### config.mk
export PLATFORM = sky130hd
export DESIGN_NAME = instr_fetch
export DESIGN_NICKNAME = d
export VERILOG_FILES = /design/src/rtl/instr_fetch.sv
export SDC_FILE = /design/constraint.sdc
export NUM_CORES = 1
export LEC_CHECK = 0
export ABC_AREA = 1
export CAP_MARGIN = 20
export CORE_MARGIN = 2
export CORE_UTILIZATION = 25
export CTS_CLUSTER_DIAMETER = 50
export DETAILED_ROUTE_END_ITERATION = 16
export PLACE_DENSITY_LB_ADDON = 0.2
export SLEW_MARGIN = 30
export SYNTH_ARGS = -nofsm -noshare
export SYNTH_HDL_FRONTEND = slang
export SYNTH_SLANG_ARGS = --single-unit
### constraint.sdc
create_clock -name clk -period 2.5 [get_ports clk]
set_clock_uncertainty 0.05 [all_clocks]
set_input_delay 0.5 -clock clk [delete_from_list [all_inputs] [get_ports clk]]
set_output_delay 0.5 -clock clk [all_outputs]
set_load 0.005 [all_outputs]
### src/rtl/instr_fetch.sv
// instr_fetch: instruction fetch sequencer for the byte-wide decoder.
// Walks a byte-addressed program counter over a req/ack memory port and presents
// one instruction byte per issue slot, qualified by force_nop. Opcode 8'h80 is
// fetched together with its trailing immediate byte.
// Optional feature macro: CHOC_FETCH_JUMP_WAIT_EN. When defined, an issued jump
// (instr[7:6] == 2'b11) parks fetch until execute resolves it. When undefined,
// fetch runs on past jumps and relies on the taken-resolve flush to redirect.
module instr_fetch #(
    parameter int unsigned          PC_WIDTH = 8,
    parameter logic [PC_WIDTH-1:0]  RESET_PC = '0
) (
    input  logic                clk,
    input  logic                rst,
    output logic                mem_req,
    output logic [PC_WIDTH-1:0] mem_addr,
    input  logic                mem_ack,
    input  logic [7:0]          mem_data,
    input  logic                stall,
    input  logic                resolve_valid,
    input  logic                resolve_taken,
    input  logic [PC_WIDTH-1:0] resolve_pc,
    output logic [7:0]          instr,
    output logic                force_nop,
    output logic [7:0]          imm,
    output logic                imm_valid,
    output logic [PC_WIDTH-1:0] issue_pc
);

    localparam logic [7:0] OpLoadNext = 8'h80;

`ifdef CHOC_FETCH_JUMP_WAIT_EN
    typedef enum logic [2:0] {StFetch, StFetchImm, StIssue, StDrain, StWaitResolve} state_e;
`else
    typedef enum logic [2:0] {StFetch, StFetchImm, StIssue, StDrain} state_e;
`endif

    state_e              state_q, state_d;
    logic [PC_WIDTH-1:0] fetch_pc_q, fetch_pc_d;
    logic                discard_q, discard_d;
    logic                mem_req_q, mem_req_d;
    logic [PC_WIDTH-1:0] mem_addr_q, mem_addr_d;
    logic [7:0]          instr_q, instr_d;
    logic                force_nop_q, force_nop_d;
    logic [7:0]          imm_q, imm_d;
    logic                imm_valid_q, imm_valid_d;
    logic [PC_WIDTH-1:0] issue_pc_q, issue_pc_d;

    logic ack;
    logic flush;

    // An ack only counts against a request that is actually on the bus.
    assign ack   = mem_ack & mem_req_q;
    assign flush = resolve_valid & resolve_taken;

`ifdef CHOC_FETCH_JUMP_WAIT_EN
    logic is_jump;
    assign is_jump = (instr_q[7:6] == 2'b11);
`endif

    // Next-state and datapath updates; a taken resolve outranks ack and issue.
    always_comb begin
        state_d     = state_q;
        fetch_pc_d  = fetch_pc_q;
        discard_d   = discard_q;
        instr_d     = instr_q;
        imm_d       = imm_q;
        imm_valid_d = imm_valid_q;
        issue_pc_d  = issue_pc_q;

        case (state_q)
            StFetch, StFetchImm: begin
                if (flush) begin
                    fetch_pc_d = resolve_pc;
                    // An unacked request cannot be withdrawn: wait it out in drain.
                    if (mem_req_q && !mem_ack) begin
                        discard_d = 1'b1;
                        state_d   = StDrain;
                    end else begin
                        state_d = StFetch;
                    end
                end else if (ack) begin
                    fetch_pc_d = fetch_pc_q + PC_WIDTH'(1);
                    if (state_q == StFetchImm) begin
                        imm_d       = mem_data;
                        imm_valid_d = 1'b1;
                        instr_d     = OpLoadNext;
                        state_d     = StIssue;
                    end else if (mem_data == OpLoadNext) begin
                        // Opcode address is latched now; the opcode itself is implied.
                        issue_pc_d = fetch_pc_q;
                        state_d    = StFetchImm;
                    end else begin
                        instr_d    = mem_data;
                        issue_pc_d = fetch_pc_q;
                        state_d    = StIssue;
                    end
                end
            end

            StIssue: begin
                if (flush) begin
                    fetch_pc_d  = resolve_pc;
                    imm_valid_d = 1'b0;
                    state_d     = StFetch;
                end else if (!stall) begin
                    imm_valid_d = 1'b0;
`ifdef CHOC_FETCH_JUMP_WAIT_EN
                    state_d     = is_jump ? StWaitResolve : StFetch;
`else
                    state_d     = StFetch;
`endif
                end
            end

`ifdef CHOC_FETCH_JUMP_WAIT_EN
            StWaitResolve: begin
                if (resolve_valid) begin
                    if (resolve_taken) begin
                        fetch_pc_d = resolve_pc;
                    end
                    state_d = StFetch;
                end
            end
`endif

            StDrain: begin
                if (flush) begin
                    fetch_pc_d = resolve_pc;
                end
                if (ack) begin
                    discard_d = 1'b0;
                    state_d   = StFetch;
                end
            end

            default: begin
                state_d = StFetch;
            end
        endcase
    end

    // Registered bus and qualifier outputs follow the state being entered.
    always_comb begin
        mem_req_d   = (state_d == StFetch) || (state_d == StFetchImm) || (state_d == StDrain);
        mem_addr_d  = (state_d == StDrain) ? mem_addr_q : fetch_pc_d;
        force_nop_d = (state_d != StIssue);
    end

    // State and output registers.
    always_ff @(posedge clk or posedge rst) begin
        if (rst) begin
            state_q     <= StFetch;
            fetch_pc_q  <= RESET_PC;
            discard_q   <= 1'b0;
            mem_req_q   <= 1'b0;
            mem_addr_q  <= RESET_PC;
            instr_q     <= 8'h00;
            force_nop_q <= 1'b1;
            imm_q       <= 8'h00;
            imm_valid_q <= 1'b0;
            issue_pc_q  <= RESET_PC;
        end else begin
            state_q     <= state_d;
            fetch_pc_q  <= fetch_pc_d;
            discard_q   <= discard_d;
            mem_req_q   <= mem_req_d;
            mem_addr_q  <= mem_addr_d;
            instr_q     <= instr_d;
            force_nop_q <= force_nop_d;
            imm_q       <= imm_d;
            imm_valid_q <= imm_valid_d;
            issue_pc_q  <= issue_pc_d;
        end
    end

    assign mem_req   = mem_req_q;
    assign mem_addr  = mem_addr_q;
    assign instr     = instr_q;
    assign force_nop = force_nop_q;
    assign imm       = imm_q;
    assign imm_valid = imm_valid_q;
    assign issue_pc  = issue_pc_q;

endmodule

Word level (Yosys, flattened, before mapping)
Cells that the tools add are included.

$add $sub $neg: 1. Equal/unequal tests: 12. Muxes and demuxes: 21. Bitwise logic cells: 4. Reduce and logical (&&, ||, !) cells: 13.

Operators with widths (count): two-way mux 8 bit (5); one-hot mux 8 bit (2 select lines) (1); two-way mux 3 bit (5); AND reduction 4 bit (3); == test 3 x 2 -> 1 bit (second input constant) (3); one-hot mux 3 bit (3 select lines) (1); adder 8 x 1 -> 8 bit (second input constant) (1); == test 8 bit (second input constant) (1); inequality test 2 bit (second input constant) (4); == test 3 x 1 -> 1 bit (second input constant) (2); zero test 3 bit (2); two-way mux 2 bit (3); two-way mux 1 bit (5); AND reduction 5 bit (1); OR reduction 2 bit (2); inequality test 3 x 2 -> 1 bit (second input constant) (1); inequality test 3 bit (second input constant) (1); AND 1 bit (2); logical OR 1 bit (2); inverter 1 bit (2); one-hot mux 1 bit (2 select lines) (1); nonzero test 2 bit (1); logical AND 1 bit (1); zero test 1 bit (1).

Register bits: 46. Input bits: 22. Output and inout bits: 35. Logic and storage cells: 60.

Depth between registers and ports, before layout
Gate-level depths: netlist (run 1).

Word-level depth: 9. Mapped depth: 11. Mapped depth without buffers: 11.

Worst setup path before layout (run 1)
OpenSTA, ideal clock, no wires.

Path kind: input to register. Start point: in resolve_valid. End point: reg imm_q[0], in the netlist imm[0]. Setup time: 0.118 ns. Arrival: 1.394 ns. Data required time: 2.332 ns. Setup slack: 0.938 ns. Stages on the path: 9. Path buffers: 1. Path through: nand2_1 > inv_2 > o21ai_1 > o21ai_2 > a21oi_2 > nand2_4 > buf_6 > nand2_1 > o21ai_2.

Cells in the longest elaborated chain, start to end: 3.

Ends and longest elaborated chain: from (decl) (RTL line 19) `input logic resolve_valid,`; AND 1 bit (RTL line 53) `assign flush = resolve_valid & resolve_taken;`; inverter 1 bit (no source line); AND reduction 4 bit (no source line); to (signal assigned) (RTL line 170) `imm_q <= imm_d;`; to (decl) (RTL line 44) `logic [7:0] imm_q, imm_d;`.

No other way between the ends. A chain may end at the register's enable or synchronous reset.

Worst setup path after layout (run 1)
Start point: in resolve_taken. End point: reg imm_q[5], in the netlist imm[5].

Cells in the longest elaborated chain, start to end: 3.

Ends and longest elaborated chain: from (decl) (RTL line 20) `input logic resolve_taken,`; AND 1 bit (RTL line 53); inverter 1 bit (no source line); AND reduction 4 bit (no source line).

No other way between the ends.

==> summary.md, run 1 <==
| Metric | Value |
|---|---|
| Worst vdd ir | `0.299 mV` |
| Worst hold margin | `0.427 ns` |
| Top-count cell post-synth | `nand2_1` |
| Hold_buf cts | `0` |
| CTS tree | `done` |
| RePlAce Congestion | `0.814` |
| Worst rel slew slack | `66.3%` |
| Flops & latches, synth | `46` |
| Synth top area cells | `dfrtp_1 (50%), nand2_1 (13%), nor2_1 (5.2%)` |
| # setup viols final | `0` |
| Post-route minimum period | `1.95 ns` |
| Hold Path End | `issue_pc[2]$_DFFE_PP0P_` |
| Routed WL per cell | `12.5 um` |
| FF-to-FF setup slack | `0.59 ns` |
| Clock-pin slew on the worst setup and hold paths | `0.09 ns` |
| Total GRT Usage | `12.2%` |
| R2R cell count | `8` |
| # IOs | `57` |
| Synth warn | `0` |
| CP cell instances | `clkdlybuf4s50_1, nand2_1, inv_2, o21ai_1, o21ai_2, a21oi_2, nand2_4, nand2_1, o21ai_2` |
| Leading area contributor after synthesis | `dfrtp_1` |
| Critical Path End Type | `flop` |
| Setup TNS | `0 ns` |
| Row count | `34` |
| EDFF count, synth | `0` |
| M1 GR Usage | `17.3%` |
| Worst-margin pin slew | `0.504 ns` |
| Die area | `9750 sq um` |
| Asr flop ratio synth | `100%` |
| PortBufs | `56` |
| Starting Density | `25.7%` |
| CP max-delay cell | `clkdlybuf4s50_1` |
| Largest stage delay, worst path | `0.40 ns` |
| Seq/Total Area, Yosys | `51.3%` |
| Ant diodes | `0` |
| CP startpoint kind | `input port` |
| Outcome | `completed` |
| DR pass1 iterations | `5` |
| Final net count | `358` |
| DRT Wirelength | `5550 um` |
| Dpl hpwl | `4240 um` |
| Primary FF master, synth | `dfrtp_1` |
| Num CTS Buffers | `5` |
| Starting DRT DRC Count | `118` |
| Final period util | `78.1%` |
| Final hold vios | `0` |
| Post-synth top area share | `50.2%` |
| CORE AREA | `8720 sq um` |
| Grt ovf | `0` |
| Leakage | `1.44 nW` |
| Root Driver | `clkbuf_8` |
| CTS H-tree lvls | `2` |
| Worst EP arrival | `2.10 ns` |
| Most frequent cells after synthesis | `nand2_1 (79), dfrtp_1 (45), nor2_1 (31), inv_1 (28), nand3_1 (21)` |
| Clock Path Buffers | `2` |
| Reg2Reg Launch Point | `state_q[2]$_DFF_PP0_` |
| CP required | `2.65 ns` |
| HP Start | `issue_pc[2]$_DFFE_PP0P_` |
| Synth cell types | `30` |
| WS Path Type | `input port to flop` |
| Setup Slack @ Placement | `0.199 ns` |
| Drt drc | `0` |
| CTS Sinks | `46` |
| Clock insertion delay at the later pin of the skew report | `0.31 ns` |
| Max-capacitance violation count | `0` |
| PD cells | `920 nW/um^2` |
| Worst min path class | `flop to flop` |
| Achievable Freq | `512 MHz` |
| Vias in the first global route | `1923` |
| Worst Hold Depth | `2` |
| Final Core Density | `34.9%` |
| Post-route worst setup slack | `0.549 ns` |
| Chip width | `98.8 um` |
| Layer with the highest usage | `met2` |
| Vias | `1888` |
| Routed Antenna Nets | `0` |
| Largest net degree at the start of global routing | `26` |
| Met2 usage | `18.5%` |
| R2r endpoint | `mem_addr[2]$_DFFE_PP0P_` |
| Syn Area/Cell | `8.16 sq um` |
| First-pass GRT wire length | `9500 um` |
| Antenna violations before repair | `0` |
| Post-synthesis net count | `298` |
| Cell area after synthesis | `2240 sq um` |
| Area grow syn2layout | `35.6%` |
| Avg Vias per Cell | `4.25` |
| RSZ-0062 raised after global routing | `false` |
| Slew Viols, Final | `0` |
| Met3 Use GR | `2.34%` |
| Share of cells above drive strength 1 | `11.9%` |
| Crit Path Max Fanout | `17` |
| Mapped Cells | `275` |
| Die Y | `98.8 um` |
| Post-cts resize count | `0` |
| Setup bufs post-CTS | `0` |
==> worst max path at each step <==
| stage | slack (ns) | end | startpoint | depth (start not counted) |
|---|---|---|---|---|
| after floorplan | 0.86 | fetch_pc_q[0]$_DFF_PP0_ | rst | 1 |
| after global placement | 0.21 | instr[7]$_DFFE_PP0P_ | mem_ack | 8 |
| after detailed placement | 0.20 | instr[7]$_DFFE_PP0P_ | mem_ack | 8 |
| after CTS | 0.52 | instr[7]$_DFFE_PP0P_ | mem_ack | 8 |
| after global routing | 0.36 | issue_pc[4]$_DFFE_PP0P_ | mem_ack | 8 |
| final | 0.55 | imm[5]$_DFFE_PP0P_ | resolve_taken | 9 |
==> per-stage QoR <==
stage	instance area [sq um]	total power [mW]	cells
final	3040	2.80	444
after global routing	3040	3.02	444
after CTS	3040	2.85	444
after detailed placement	2930	2.24	436
after global placement	2930	2.24	436
after floorplan	2240	1.63	275
==> layer usage <==
layer / vias to the layer above / routed length [um] / share of wire (%)
li1: 985 / - / -
met1: 860 / 2780 / 50
met2: 36 / 2530 / 45
met3: 7 / 157 / 2.8
met4: 0 / 93 / 1.7
met5: - / 0 / 0
==> cell type report <==
type / instances / area [sq um]
clock inverters: 3 / 47.5
fillers: 907 / 5680
clock buffers: 5 / 68.8
inverters: 33 / 124
multi-input cells: 190 / 920
flip-flops and latches: 46 / 1150
repair buffers: 59 / 596
well taps: 108 / 135
==> registers in the layout (all words and copies together), names as in the netlist <==
signal	flops
fetch_pc_q	8
force_nop	1
imm	8
imm_valid	1
instr	8
issue_pc	8
mem_addr	8
mem_req	1
state_q	3
==> report_power, final <==
part | internal [mW] | switching, mW
Combinational | 0.588 | 0.436
Clock | 0.305 | 0.279
Sequential | 1.01 | 0.175
Total | 1.91 | 0.891
==> worst max-delay path: cells and delay by family <==
family / cells / cell delay [ns]
AND/OR/NAND/NOR: 3 / 0.49
AO/OA/AOI/OAI: 4 / 0.52
buffers and inverters: 2 / 0.57
==> logic make-up (layout without fill, tap and decap cells) <==
logic type | count (synthesis) | count (layout) | synth area share [%]
AO/OA/AOI/OAI | 36 | 36 | 10.3
adder cells (fa/ha/maj) | 1 | 1 | 0.557
buffers and inverters | 39 | 100 | 7.69
flip-flops | 46 | 46 | 51.3
other | 1 | 1 | 0.167
AND/OR/NAND/NOR | 152 | 152 | 29.9
==> layout by cell type (no fill, tap or decap), types with 2 or more instances in the layout <==
cell type / instances
clkbuf_8: 5
nand3_1: 21
nor2_1: 31
buf_4: 2
nand2_2: 4
inv_2: 6
dfrtp_1: 45
o211ai_1: 3
nand2_4: 3
o21ai_0: 10
nor3_1: 4
clkdlybuf4s50_1: 56
nand4_1: 2
inv_6: 2
or3_1: 3
o21ai_2: 9
inv_1: 27
o21ai_1: 8
a21oi_1: 2
nand2_1: 79
No activity file was read; power rests on OpenSTA's default activity.
==> inputs of run 2 (changes only) <==
Clock period 2.5 ns to 1.95 ns, I/O delays scaled along.
==> summary.md, run 2 (synthesis gave the netlist of run 1 again) <==
| Metric | Value |
|---|---|
| Outcome | `completed` |
| Final Non-Filler Cells | `463 (+4.3%)` |
| Vias | `1978 (+4.8%)` |
| Leakage | `1.53 nW (+6.4%)` |
| CP required | `1.51 ns (-1.14 ns)` |
| Largest net degree at the start of global routing | `47 (+81%)` |
| R2R cell count | `8 (unchanged)` |
| Achievable Freq | `573 MHz` |
| Commonest cells after routing, fill and taps aside | `nand2_1 (79), clkdlybuf4s50_1 (56), dfrtp_1 (45)` |
| Avg Vias per Cell | `4.27 (+0.47%)` |
| WS Path Type | `flop to primary output` |
| Num CTS Buffers | `5 (unchanged)` |
| Grt ovf | `0 (unchanged)` |
| Clock-pin slew on the worst setup and hold paths | `0.09 ns (about the same)` |
| CTS tree | `done` |
| Placed insts | `455 (+4.4%)` |
| DRT Wirelength | `5620 um (+1.2%)` |
| Worst EP arrival | `1.31 ns (-0.79 ns)` |
| Vias in the first global route | `2027 (+5.4%)` |
| Crit Path Max Fanout | `1 (-16)` |
| Chip width | `98.8 um (unchanged)` |
| RePlAce Congestion | `0.908 (+12%)` |
| Die Y | `98.8 um (unchanged)` |
| Clock insertion delay at the later pin of the skew report | `0.30 ns (about the same)` |
| Ant diodes | `0 (unchanged)` |
| Antenna violations before repair | `0 (unchanged)` |
| Critical Path End Type | `primary output` |
| Dpl hpwl | `4290 um (+1.1%)` |
| Final net count | `377 (+5.3%)` |
| Area grow syn2layout | `42.8%` |
| Worst hold margin | `0.387 ns (-0.0406 ns)` |
| Share of cells above drive strength 1 | `16.3% (+4.4 points)` |
| RSZ-0062 raised after global routing | `false` |
| CP startpoint kind | `flop` |
| Max-capacitance violation count | `0 (unchanged)` |
| Worst min path class | `input port to asynchronous set/reset pin` |
| Slew Viols, Final | `0 (unchanged)` |
| Levels on crit path | `1 (-8)` |
| Clock Path Buffers | `2 (unchanged)` |
| PortBufs | `56 (unchanged)` |
| Critical path buffers and inverters | `1 (-1)` |
| Post-route minimum period | `1.75 ns` |
| Routed WL per cell | `12.1 um (-2.9%)` |
| CTS H-tree lvls | `2 (unchanged)` |
| # IOs | `57 (unchanged)` |
| Die area | `9750 sq um (unchanged)` |
| Row count | `34 (unchanged)` |
| Setup TNS | `0 ns (unchanged)` |
| CP cell instances | `clkdlybuf4s50_1` |
| Setup bufs post-CTS | `0 (unchanged)` |
| Final Core Density | `36.7% (+1.9 points)` |
| PD cells | `1130 nW/um^2 (+22%)` |
| Routed Antenna Nets | `0 (unchanged)` |
| Final hold vios | `0 (unchanged)` |
| CP max-delay cell | `dfstp_2` |
| CP top delay family | `flip-flops` |
| DR pass1 iterations | `4 (-1)` |
| Total GRT Usage | `12.4% (+0.19 points)` |
| Starting Density | `25.7% (unchanged)` |
| Hold_buf cts | `0 (unchanged)` |
| Largest stage delay, worst path | `0.53 ns (+0.13 ns)` |
| Most common cell after layout, fill and taps aside | `nand2_1` |
| First-pass GRT wire length | `9760 um (+2.7%)` |
| Worst vdd ir | `0.315 mV (+5.3%)` |
| # setup viols final | `0 (unchanged)` |
| Fillcell total | `888 (-2.1%)` |
| Root Driver | `clkbuf_8` |
| Final period util | `89.5%` |
| Drt drc | `0 (unchanged)` |
| Post-cts resize count | `0 (unchanged)` |
| CTS Sinks | `46 (unchanged)` |
| CORE AREA | `8720 sq um (unchanged)` |
| Starting DRT DRC Count | `98 (-17%)` |
## run 2: power by group
group / internal [mW] / switching (mW) / total, mW
Combinational: 0.799 / 0.574 / 1.37
Clock: 0.383 / 0.333 / 0.716
Sequential: 1.30 / 0.219 / 1.52
## run 2: per-stage QoR
step | area (sq um) | worst slack (ns) | power (mW)
after floorplan | 2240 | 0.424 | 2.09
after global placement | 3090 | -0.136 | 2.92
after detailed placement | 3090 | -0.121 | 2.93
after CTS | 3200 | 0.184 | 3.67
after global routing | 3200 | 0.0694 | 3.90
final | 3200 | 0.205 | 3.61
## run 2: cell type report
cell class,count,area (sq um),share of cell area (%)
Tap cell,108,135,4.22
Clock buffer,6,72.6,2.26
Multi-Input combinational cell,190,920,28.7
Inverter,33,124,3.87
Clock inverter,2,37.5,1.17
Timing Repair Buffer,78,763,23.8
Sequential cell,46,1150,36.0
## run 2: routing by layer
metal  vias to the layer above  part of all wire [%]  GRT usage, %
met3                         6                   3.5          2.55
met1                       903                    50          16.8
li1                       1025                     -             -
met5                         -                     0             0
met2                        44                    45          19.5
met4                         0                   1.3          4.64
## run 2: worst paths after layout
check                                        start                 endpoint  slack, ns
hold reg to reg            issue_pc[2]$_DFFE_PP0P_  issue_pc[2]$_DFFE_PP0P_       0.43
min in group clk           issue_pc[2]$_DFFE_PP0P_  issue_pc[2]$_DFFE_PP0P_       0.43
setup / recovery               force_nop$_DFF_PP1_                force_nop       0.20
max in group asynchronous                      rst      force_nop$_DFF_PP1_       1.20
setup reg to reg              state_q[2]$_DFF_PP0_  mem_addr[0]$_DFFE_PP0P_       0.40
hold / removal                                 rst  mem_addr[1]$_DFFE_PP0P_       0.39
